===== src/rtl/spike_pkg.sv =====
// Shared constants for the spike stream converter: frame markers, FSM states
// and the timestep status codes driven on ts_switch.
package spike_pkg;

    localparam logic [15:0] SOF_IDX_DEF = 16'hF1FA;
    localparam logic [15:0] SOF_BMP_DEF = 16'hF1FB;
    localparam logic [15:0] EOF_DEF     = 16'hFAF1;

    typedef enum logic [2:0] {
        ST_IDLE,
        ST_RUN_IDX,
        ST_RUN_BMP,
        ST_EXPAND,
        ST_CLOSE
    } state_e;

    localparam logic [1:0] TS_IDLE  = 2'b00;
    localparam logic [1:0] TS_OPEN  = 2'b10;
    localparam logic [1:0] TS_CLOSE = 2'b11;

    function automatic logic [1:0] ts_code(input state_e s);
        case (s)
            ST_RUN_IDX, ST_RUN_BMP, ST_EXPAND: ts_code = TS_OPEN;
            ST_CLOSE:                          ts_code = TS_CLOSE;
            default:                           ts_code = TS_IDLE;
        endcase
    endfunction

endpackage


===== src/rtl/spike_word_assembler.sv =====
// Packs UART bytes little-endian into IDX_W-bit words; a partial word left idle
// for TIMEOUT_CYC cycles is thrown away and reported with a one-cycle pulse.
module spike_word_assembler #(
    parameter int IDX_W       = 16,
    parameter int TIMEOUT_CYC = 1024
) (
    input  logic             clk,
    input  logic             rstn,
    input  logic             rx_valid,
    input  logic [7:0]       rx_data,
    output logic             word_valid,
    output logic [IDX_W-1:0] word_data,
    output logic             timeout
);

    localparam int NB    = IDX_W / 8;
    localparam int CNT_W = $clog2(NB);
    localparam int AGE_W = $clog2(TIMEOUT_CYC + 1);
    localparam logic [CNT_W-1:0] LAST    = CNT_W'(NB - 1);
    localparam logic [AGE_W-1:0] AGE_MAX = AGE_W'(TIMEOUT_CYC - 1);

    logic [CNT_W-1:0] cnt_q, cnt_d;
    logic [IDX_W-1:0] buf_q, buf_d;
    logic [AGE_W-1:0] age_q, age_d;

    always_comb begin
        cnt_d      = cnt_q;
        buf_d      = buf_q;
        age_d      = age_q;
        word_valid = 1'b0;
        timeout    = 1'b0;
        // The final byte goes straight to the output so the word is ready on its arrival cycle.
        word_data                  = buf_q;
        word_data[IDX_W-1 -: 8]    = rx_data;
        if (rx_valid) begin
            age_d = '0;
            if (cnt_q == LAST) begin
                word_valid = 1'b1;
                cnt_d      = '0;
                buf_d      = '0;
            end else begin
                buf_d[cnt_q*8 +: 8] = rx_data;
                cnt_d               = cnt_q + CNT_W'(1);
            end
        end else if (cnt_q != '0) begin
            if (age_q == AGE_MAX) begin
                timeout = 1'b1;
                cnt_d   = '0;
                buf_d   = '0;
                age_d   = '0;
            end else begin
                age_d = age_q + AGE_W'(1);
            end
        end
    end

    always_ff @(posedge clk or negedge rstn) begin
        if (!rstn) begin
            cnt_q <= '0;
            buf_q <= '0;
            age_q <= '0;
        end else begin
            cnt_q <= cnt_d;
            buf_q <= buf_d;
            age_q <= age_d;
        end
    end

endmodule


===== src/rtl/spike_stream_converter.sv =====
// Turns a UART byte stream of framed spike indices or spike bitmaps into
// per-channel FIFO writes, with frame markers broadcast to every channel.
module spike_stream_converter
    import spike_pkg::*;
#(
    parameter int               IDX_W       = 16,
    parameter int               N_CH        = 2,
    parameter logic [IDX_W-1:0] SOF_IDX     = IDX_W'(SOF_IDX_DEF),
    parameter logic [IDX_W-1:0] SOF_BMP     = IDX_W'(SOF_BMP_DEF),
    parameter logic [IDX_W-1:0] EOF         = IDX_W'(EOF_DEF),
    parameter int               TIMEOUT_CYC = 1024
) (
    input  logic                  clk,
    input  logic                  rstn,
    input  logic                  rx_valid,
    input  logic [7:0]            rx_data,
    output logic [N_CH*IDX_W-1:0] out_data,
    output logic [N_CH-1:0]       out_wr,
    input  logic [N_CH-1:0]       out_afull,
    output logic [1:0]            ts_switch,
    output logic [15:0]           frame_cnt,
    input  logic                  err_clr,
    output logic                  err_overrun,
    output logic                  err_frame,
    output logic                  err_timeout
);

    localparam int CH_W = (N_CH > 1) ? $clog2(N_CH) : 1;
    localparam logic [CH_W-1:0]  CH_MASK = CH_W'(N_CH - 1);
    localparam logic [IDX_W-1:0] IDX_W_L = IDX_W'(IDX_W);

    logic             aw_vld, aw_tmo;
    logic [IDX_W-1:0] aw_data;

    spike_word_assembler #(
        .IDX_W       (IDX_W),
        .TIMEOUT_CYC (TIMEOUT_CYC)
    ) u_asm (
        .clk        (clk),
        .rstn       (rstn),
        .rx_valid   (rx_valid),
        .rx_data    (rx_data),
        .word_valid (aw_vld),
        .word_data  (aw_data),
        .timeout    (aw_tmo)
    );

    state_e                      state_q, state_d;
    logic [IDX_W-1:0]            hold_q, hold_d;
    logic                        hold_vld_q, hold_vld_d;
    logic [IDX_W-1:0]            exp_q, exp_d;
    logic [IDX_W-1:0]            k_q, k_d;
    logic [15:0]                 frame_cnt_q, frame_cnt_d;
    logic [N_CH-1:0]             wr_q, wr_d;
    logic [N_CH-1:0][IDX_W-1:0]  odata_q, odata_d;
    logic                        ovr_q, ovr_d, ferr_q, ferr_d, tmo_q, tmo_d;

    logic                        consume, ovr_evt, ferr_evt, all_clear;
    logic [CH_W-1:0]             word_ch, exp_ch;
    logic [IDX_W-1:0]            bit_idx, exp_idx;

    assign all_clear = (out_afull == '0);
    assign word_ch   = hold_q[CH_W-1:0] & CH_MASK;

    // Lowest set bit of the bitmap still being expanded, and the index it maps to.
    always_comb begin
        bit_idx = '0;
        for (int i = IDX_W - 1; i >= 0; i--) begin
            if (exp_q[i]) bit_idx = IDX_W'(i);
        end
        exp_idx = k_q * IDX_W_L + bit_idx;
        exp_ch  = exp_idx[CH_W-1:0] & CH_MASK;
    end

    always_comb begin
        state_d     = state_q;
        hold_d      = hold_q;
        hold_vld_d  = hold_vld_q;
        exp_d       = exp_q;
        k_d         = k_q;
        frame_cnt_d = frame_cnt_q;
        wr_d        = '0;
        odata_d     = '0;
        consume     = 1'b0;
        ovr_evt     = 1'b0;
        ferr_evt    = 1'b0;

        case (state_q)
            ST_IDLE: begin
                if (hold_vld_q) begin
                    if (hold_q == SOF_IDX || hold_q == SOF_BMP) begin
                        if (all_clear) begin
                            wr_d    = '1;
                            for (int c = 0; c < N_CH; c++) odata_d[c] = hold_q;
                            consume = 1'b1;
                            k_d     = '0;
                            state_d = (hold_q == SOF_IDX) ? ST_RUN_IDX : ST_RUN_BMP;
                        end
                    end else begin
                        consume  = 1'b1;
                        ferr_evt = 1'b1;
                    end
                end
            end
            ST_RUN_IDX, ST_RUN_BMP: begin
                if (hold_vld_q) begin
                    if (hold_q == EOF) begin
                        consume = 1'b1;
                        state_d = ST_CLOSE;
                    end else if (hold_q == SOF_IDX || hold_q == SOF_BMP) begin
                        consume  = 1'b1;
                        ferr_evt = 1'b1;
                    end else if (state_q == ST_RUN_IDX) begin
                        if (!out_afull[word_ch]) begin
                            wr_d[word_ch]    = 1'b1;
                            odata_d[word_ch] = hold_q;
                            consume          = 1'b1;
                        end
                    end else if (hold_q == '0) begin
                        consume = 1'b1;
                        k_d     = k_q + IDX_W'(1);
                    end else begin
                        exp_d   = hold_q;
                        state_d = ST_EXPAND;
                    end
                end
            end
            ST_EXPAND: begin
                if (!out_afull[exp_ch]) begin
                    wr_d[exp_ch]    = 1'b1;
                    odata_d[exp_ch] = exp_idx;
                    exp_d           = exp_q & (exp_q - IDX_W'(1));
                    if (exp_d == '0) begin
                        consume = 1'b1;
                        k_d     = k_q + IDX_W'(1);
                        state_d = ST_RUN_BMP;
                    end
                end
            end
            ST_CLOSE: begin
                if (all_clear) begin
                    wr_d        = '1;
                    for (int c = 0; c < N_CH; c++) odata_d[c] = EOF;
                    frame_cnt_d = frame_cnt_q + 16'd1;
                    state_d     = ST_IDLE;
                end
            end
            default: state_d = ST_IDLE;
        endcase

        // A word arriving on the cycle the held word leaves still finds room.
        if (consume) hold_vld_d = 1'b0;
        if (aw_vld) begin
            if (hold_vld_d) begin
                ovr_evt = 1'b1;
            end else begin
                hold_d     = aw_data;
                hold_vld_d = 1'b1;
            end
        end

        ovr_d  = (ovr_q  & ~err_clr) | ovr_evt;
        ferr_d = (ferr_q & ~err_clr) | ferr_evt;
        tmo_d  = (tmo_q  & ~err_clr) | aw_tmo;
    end

    always_ff @(posedge clk or negedge rstn) begin
        if (!rstn) begin
            state_q     <= ST_IDLE;
            hold_q      <= '0;
            hold_vld_q  <= 1'b0;
            exp_q       <= '0;
            k_q         <= '0;
            frame_cnt_q <= '0;
            wr_q        <= '0;
            odata_q     <= '0;
            ovr_q       <= 1'b0;
            ferr_q      <= 1'b0;
            tmo_q       <= 1'b0;
        end else begin
            state_q     <= state_d;
            hold_q      <= hold_d;
            hold_vld_q  <= hold_vld_d;
            exp_q       <= exp_d;
            k_q         <= k_d;
            frame_cnt_q <= frame_cnt_d;
            wr_q        <= wr_d;
            odata_q     <= odata_d;
            ovr_q       <= ovr_d;
            ferr_q      <= ferr_d;
            tmo_q       <= tmo_d;
        end
    end

    assign out_data    = odata_q;
    assign out_wr      = wr_q;
    assign ts_switch   = ts_code(state_q);
    assign frame_cnt   = frame_cnt_q;
    assign err_overrun = ovr_q;
    assign err_frame   = ferr_q;
    assign err_timeout = tmo_q;

endmodule

===== config.mk =====
export PLATFORM = sky130hd
export DESIGN_NAME = spike_stream_converter
export DESIGN_NICKNAME = d
export VERILOG_FILES = /design/src/rtl/spike_pkg.sv /design/src/rtl/spike_word_assembler.sv /design/src/rtl/spike_stream_converter.sv
export SDC_FILE = /design/constraint.sdc
export NUM_CORES = 1
export LEC_CHECK = 0
export ABC_AREA = 1
export CAP_MARGIN = 15
export CORE_ASPECT_RATIO = 1.1
export CORE_MARGIN = 2
export CORE_UTILIZATION = 44
export CTS_CLUSTER_SIZE = 24
export DETAILED_ROUTE_END_ITERATION = 6
export MAX_ROUTING_LAYER = met4
export PLACE_DENSITY = 0.66
export SYNTH_ARGS = -nofsm -noshare
export SYNTH_HDL_FRONTEND = slang
export SYNTH_SLANG_ARGS = --single-unit

===== constraint.sdc =====
create_clock -name clk -period 2.9 [get_ports clk]
set_input_delay 0.435 -clock clk [delete_from_list [all_inputs] [get_ports clk]]
set_output_delay 0.435 -clock clk [all_outputs]
set_load 0.05 [all_outputs]

==> metrics, run 1 <==
Final Critical Period=2.60 ns; syn avg cell area=8.44 sq um; number of max-cap violations=0; DP HPWL=11000 um; Vias/cell=5.41; worst slew pin tran=0.601 ns; syn nets=722; critical path launch point type=register; top cell type by total area after synthesis=dfrtp_1; Yosys cell types=47; Worst path top cell family by delay=buffers and inverters; clock slew at reported path FFs=0.06 ns; final-report max-slew violation count=0; Simple-Gate Fraction of Synth Area=0.239; DIE AREA=14500 sq um; post-synthesis compound-gate area fraction=0.131; WS Path Type=register to output pin; internal power=0.00443 W; cell breakdown of the critical path=nor2_1 -> buf_4 -> inv_1 -> nand2_1 -> clkdlybuf4s50_1; post-synthesis xor/xnor area fraction=0.0397; Placeable Area=13200 sq um; Final ANT Viol Nets=0; Cells after Synth=705; Max-slew headroom=0.589; Die W=115 um; CTS Buf Count=17; final hold vios=0; Initial Util=0.451; H-tree levels=4; r2r startpoint=hold_q[11]; IR drop worst, VDD=448 uV; Reg2Reg Depth=10; Synth Register Bits=121; die height=126 um; Critical Path AT=2.17 ns; LEAKAGE=3.56 nW; Sequential Power Share=0.327; share of the synthesized area in the top cell type=0.509; RSZ-0062 raised after global routing=no; gp weighted congestion=0.976; CP Buf/Inv Count=3; vias in the first global route=4971; status=finished, final reports clean; main combinational cell family by area after synthesis=simple AND/OR/NAND/NOR gates; Tcrit/Tclk final=0.898; setup TNS=0 ns; Worst path max stage delay=0.80 ns; largest net degree at the start of global routing=70; CTS tree=done; Starting DRT DRC Count=429; Synth Warn #=0; PD cells=953 nW/um^2; dpl cells=927; Max Root-Sink Buffers=2; Setup crit end kind=output pin; grt ovf=0; first-pass GRT wire length=24700 um; post-synthesis cell area=5950 sq um; DRC viols=0; vias post-DR=5190; Clk pwr share=0.340; Finished Layout Cells=960; top cells by area, synth=dfrtp_1, nand2_1, inv_1, nand3_1, o21ai_0; Post-synth EDFFs=0; Rows=44; combinational fraction of design power=0.333; Worst EP required=2.47 ns; clock latency on the worst-skew pair=0.42 ns; IO Pins=69; routed len/inst=15.8 um; layout cells sized above 1=0.0864; CP max stage cell=clkdlybuf4s50_1; initial antenna violation count=0; skew final=0.00583 ns; worst reg-to-reg setup slack=0.33 ns; Pre-antenna DRT Iters=6; Clock Sinks=121; switching share of power=0.385; r2r endpoint=k_q[8]; Async SR Flop Fraction=1.00; Tot GR Track Use=0.227; DRT Wirelength=15200 um; sequential share of the synthesized area=0.509; nets@finish=803; NetSw=0.00277 W; n_diodes=0; PortBufs=68; root buffer cell=clkbuf_16; CP max FO=12; proportion of synthesized area in mux cells=0; Most used DFF post-synth=dfrtp_1; HP Class=input port to async pin; Setup Viol. Count Final=0; post-synthesis adder-cell area fraction=0.00631; Layout area overhead=26.9%; fmax=384 MHz
==> power groups by stage <==
stage | combinational, W | sequential, W | clock [W]
6_report | 0.00240 | 0.00236 | 0.00245
5_1_grt | 0.00272 | 0.00240 | 0.00255
4_1_cts | 0.00239 | 0.00235 | 0.00248
3_5_place_dp | 0.00238 | 0.00238 | 0
3_3_place_gp | 0.00234 | 0.00237 | 0
2_1_floorplan | 0.00158 | 0.00245 | 0
==> sequential cells by signal, indices dropped and copies added, names as in the netlist <==
signal / cells
out_data: 32
hold_vld_q: 1
k_q: 12
err_timeout: 1
hold_q: 16
out_wr: 2
u_asm.age_q: 11
err_frame: 1
u_asm.cnt_q: 1
u_asm.buf_q: 8
err_overrun: 1
frame_cnt: 16
exp_q: 16
state_q: 3
==> synthesized netlist by cell type (2+ instances only) <==
library cell,instances
o21ai_1,15
clkbuf_1,12
a21oi_1,9
nand2_2,2
a31oi_1,5
nand2_4,2
buf_2,5
o2111ai_1,2
nor4_1,8
o32ai_1,2
nand3_2,2
nor2_4,3
inv_1,92
ha_1,3
o21ai_2,2
xor2_1,20
buf_6,2
nor3_1,14
inv_2,2
dfrtp_1,121
xnor2_1,7
nand4_1,13
o22ai_1,16
nand2_1,165
nor2_1,37
or2_2,2
nor2_2,4
nand3_1,52
o211ai_1,2
o221ai_1,16
o21ai_0,52
==> worst register-to-register path, stage by stage (launching register included) <==
cell,delay (ns)
dfrtp_1,0.43
inv_1,0.20
nand4_1,0.13
nor2_1,0.19
nand3_1,0.20
nand2_1,0.19
nor2_1,0.09
nor4_1,0.48
nand3_4,0.31
nand2_1,0.15
o21ai_1,0.08
==> cell type report <==
type | instances | area (sq um)
tap | 161 | 201
inverter | 95 | 357
clock inverter | 11 | 216
multi-input combinational | 469 | 2480
sequential | 121 | 3030
clock buffer | 21 | 470
fill | 1171 | 5660
timing repair buffer | 82 | 798
==> routing by layer <==
layer | wire, um | vias up | global-route usage
li1 | - | 2518 | -
met4 | 193 | 0 | 0.0829
met1 | 6890 | 2498 | 0.290
met2 | 7230 | 159 | 0.355
met5 | 0 | - | -
met3 | 854 | 15 | 0.0491
==> through the flow <==
stage          hold WS, ns  total power (W)  setup WS (ns)  area [sq um]  utilization
3_5_place_dp         0.320          0.00475          0.214          6850        0.519
3_3_place_gp         0.318          0.00471          0.330          6850        0.519
2_1_floorplan        0.139          0.00403          0.865          5950            -
4_1_cts              0.429          0.00722          0.272          7550        0.571
5_1_grt              0.444          0.00767          0.118          7560        0.572
6_report             0.431          0.00720          0.296          7560        0.572
==> cell usage in the layout, fill, tap and decap left out, types with 5 or more instances in the layout <==
cell type / count
o21ai_0: 52
xnor2_1: 7
a21oi_1: 9
nand3_1: 52
nor3_1: 13
a31oi_1: 5
o21ai_1: 15
clkdlybuf4s50_1: 67
o22ai_1: 16
nor2_1: 37
xor2_1: 20
buf_4: 13
nand4_1: 13
dfrtp_1: 121
o221ai_1: 16
nand2_1: 165
nor4_1: 8
inv_1: 92
clkbuf_16: 17
bufinv_16: 6
==> cells by family after synthesis <==
family	after synthesis
AO/OA/AOI/OAI	128
buffers and inverters	115
AND/OR/NAND/NOR	311
XOR/XNOR	27
flip-flops	121
adder cells (fa/ha/maj)	3
==> worst max-delay path by stage <==
stage / startpoint / to / slack (ns) / depth (start not counted)
2_1_floorplan: exp_q[5] / hold_q[8] / 0.87 / 15
3_3_place_gp: out_afull[1] / frame_cnt[14] / 0.33 / 11
3_5_place_dp: out_afull[1] / frame_cnt[14] / 0.21 / 11
4_1_cts: state_q[1] / ts_switch[1] / 0.27 / 6
5_1_grt: hold_q[11] / k_q[1] / 0.12 / 10
6_report: state_q[2] / ts_switch[1] / 0.30 / 5
==> what timing repair did <==
action	in CTS	in global routing
gates resized for setup	0	1
endpoints found under the setup margin	0	2
hold endpoints to repair	15	0
setup buffers	0	0
hold buffers	1	0
Power figures use the tool's default switching activity.
==> run 2: changes to the inputs <==
--- a/config.mk
+++ b/config.mk
@@ -16,4 +16,5 @@
 export PLACE_DENSITY = 0.66
 export SYNTH_ARGS = -nofsm -noshare
 export SYNTH_HDL_FRONTEND = slang
+export SYNTH_HIERARCHICAL = 1
 export SYNTH_SLANG_ARGS = --single-unit
==> metrics, run 2 <==
RSZ-0062 raised after global routing=no (unchanged); max FFs per register=32 (unchanged); Yosys cell types=40 (was 47); fmax=379 MHz (was 384 MHz); most frequent cells in the layout=nand2_1, dfrtp_1, inv_1, clkdlybuf4s50_1, nor2_1 (was nand2_1, dfrtp_1, inv_1, clkdlybuf4s50_1); syn avg cell area=8.30 sq um (was 8.44 sq um); n_diodes=0 (unchanged); Layout area overhead=21.9% (was 26.9%); Cells after Synth=751 (was 705); top cell type by total area after synthesis=dfrtp_1 (unchanged); WS Path Type=register to output pin (unchanged); Clock Sinks=121 (unchanged); LEAKAGE=3.65 nW (was 3.56 nW); commonest non-fill, non-tap cell in the layout=nand2_1 (unchanged); initial antenna violation count=0 (unchanged); routed len/inst=14.5 um (was 15.8 um); Sequential Power Share=0.349 (was 0.327); number of max-cap violations=0 (unchanged); Max-slew headroom=0.568 (was 0.589); final-report max-slew violation count=0 (unchanged); Tot GR Track Use=0.213 (was 0.227); combinational fraction of design power=0.380 (was 0.333); Initial Util=0.450 (was 0.451); grt ovf=0 (unchanged); worst slew pin tran=0.646 ns (was 0.601 ns); Placeable Area=13900 sq um (was 13200 sq um); highest routed metal layer=met4 (unchanged); Starting DRT DRC Count=446 (was 429); syn nets=768 (was 722); post-CTS setup buffer count=0 (unchanged); PD cells=902 nW/um^2 (was 953 nW/um^2); most frequent cells after synthesis=nand2_1, dfrtp_1, inv_1, nor2_1, nand3_1 (was nand2_1, dfrtp_1, inv_1, nand3_1, o21ai_0); CTS tree=done (unchanged); first-pass GRT wire length=24900 um (was 24700 um); Worst EP required=2.47 ns (about the same); Final ANT Viol Nets=0 (unchanged); Vias/cell=5.24 (was 5.41); Post-synth EDFFs=0 (unchanged); Synth Register Bits=121 (unchanged); H-tree levels=4 (unchanged); count of cells resized by post-cts repair=0 (unchanged); Critical Path AT=2.20 ns (was 2.17 ns); vias in the first global route=5083 (was 4971); metal3 WL=754 um (was 854 um); met2 routed WL=7190 um (was 7230 um); share of the synthesized area in the top cell type=0.486 (was 0.509); IR drop worst, VDD=445 uV (was 448 uV); # hold bufs at CTS=0 (was 1); Die W=117 um (was 115 um); sequential share of the synthesized area=0.486 (was 0.509); final hold vios=0 (unchanged); layout cells sized above 1=0.0919 (was 0.0864); DP HPWL=10700 um (was 11000 um); root buffer cell=clkbuf_16 (unchanged); Setup Viol. Count Final=0 (unchanged); Tcrit/Tclk final=0.910 (was 0.898); skew final=0.00993 ns (was 0.00583 ns); nets@finish=836 (was 803); Rows=45 (was 44); DIE AREA=15100 sq um (was 14500 sq um); status=finished, final reports clean (unchanged); top cells by area, synth=dfrtp_1, nand2_1, inv_1, nand3_1, nor2_1 (was dfrtp_1, nand2_1, inv_1, nand3_1, o21ai_0); DRC viols=0 (unchanged); total chip power=0.00685 W (was 0.00720 W); Pre-antenna DRT Iters=7 (was 6); CP max FO=6 (was 12); Most used DFF post-synth=dfrtp_1 (unchanged); vias post-DR=5317 (was 5190); Synth Warn #=6 (was 0); HP Class=input port to async pin (unchanged); switching share of power=0.408 (was 0.385); Async SR Flop Fraction=1.00 (unchanged); Clk pwr share=0.271 (was 0.340); largest net degree at the start of global routing=122 (was 70); IO Pins=69 (unchanged); Max Root-Sink Buffers=2 (unchanged); post-synthesis cell area=6230 sq um (was 5950 sq um); die height=129 um (was 126 um); PortBufs=68 (unchanged); Final Critical Period=2.64 ns (was 2.60 ns); clock slew at reported path FFs=0.05 ns (was 0.06 ns); gp weighted congestion=0.920 (was 0.976); CTS Buf Count=17 (unchanged); internal power=0.00406 W (was 0.00443 W); NetSw=0.00279 W (was 0.00277 W); most frequent cell after synthesis=nand2_1 (unchanged); DRT Wirelength=14800 um (was 15200 um); Met1 Wirelength=6540 um (was 6890 um); clock latency on the worst-skew pair=0.41 ns (was 0.42 ns); critical path launch point type=register (unchanged); setup TNS=0 ns (unchanged); Setup crit end kind=output pin (unchanged)
run 2: final timing paths:
kind / from / end / slack (ns) / cells after the start
setup / recovery: state_q[1] / ts_switch[1] / 0.26 / 5
hold / removal: rstn / u_asm/buf_q[4] / 0.10 / 2
setup reg to reg: hold_q[13] / k_q[2] / 0.30 / 11
hold reg to reg: u_asm/buf_q[7] / u_asm/buf_q[7] / 0.47 / 2
max in group asynchronous: rstn / exp_q[14] / 2.33 / 2
min in group clk: u_asm/buf_q[7] / u_asm/buf_q[7] / 0.47 / 2
run 2: kinds of logic (layout without fill, tap and decap cells):
kind of cell | Yosys count | in the layout | synth area share
AND/OR/NAND/NOR | 372 | 372 | 0.285
buffers and inverters | 137 | 213 | 0.0923
flip-flops | 121 | 121 | 0.486
AO/OA/AOI/OAI | 102 | 102 | 0.108
XOR/XNOR | 16 | 16 | 0.0225
adder cells (fa/ha/maj) | 3 | 3 | 0.00602
run 2: area by class of cell:
type,count,area (sq um)
multi-input combinational,493,2630
tap,188,235
clock buffer,23,468
timing repair buffer,79,786
inverter,107,402
fill,1298,6250
clock inverter,4,47.5
sequential,121,3030
run 2: through the flow:
stage / cell area (sq um) / instances / utilization / hold WS, ns / worst slack [ns]
floorplan: 6230 / 751 / - / 0.139 / 0.810
global placement: 7080 / 988 / 0.511 / 0.457 / 0.312
detailed placement: 7080 / 988 / 0.511 / 0.460 / 0.251
CTS: 7600 / 1015 / 0.548 / 0.143 / 0.231
global route: 7600 / 1015 / 0.548 / 0.169 / 0.0606
finish: 7600 / 1015 / 0.548 / 0.102 / 0.261
run 2: critical path, stage by stage (launching register included):
cell and delay (ns):
dfrtp_1 0.39, nor2_1 0.11, nor2_1 0.21, inv_1 0.18
nand2_1 0.09, clkdlybuf4s50_1 0.80
run 2: power by group through the flow:
stage                     Combinational (W)  Sequential [W]  Clock [W]
after floorplan                     0.00172         0.00252          0
after global placement              0.00252         0.00240          0
after detailed placement            0.00259         0.00240          0
after CTS                           0.00260         0.00238    0.00190
after global routing                0.00292         0.00244    0.00197
final                               0.00260         0.00239    0.00186
run 2: layer usage:
layer | GRT usage | vias up
met4 | 0.0794 | 0
met5 | - | -
met2 | 0.353 | 157
met1 | 0.259 | 2520
li1 | - | 2614
met3 | 0.0461 | 26
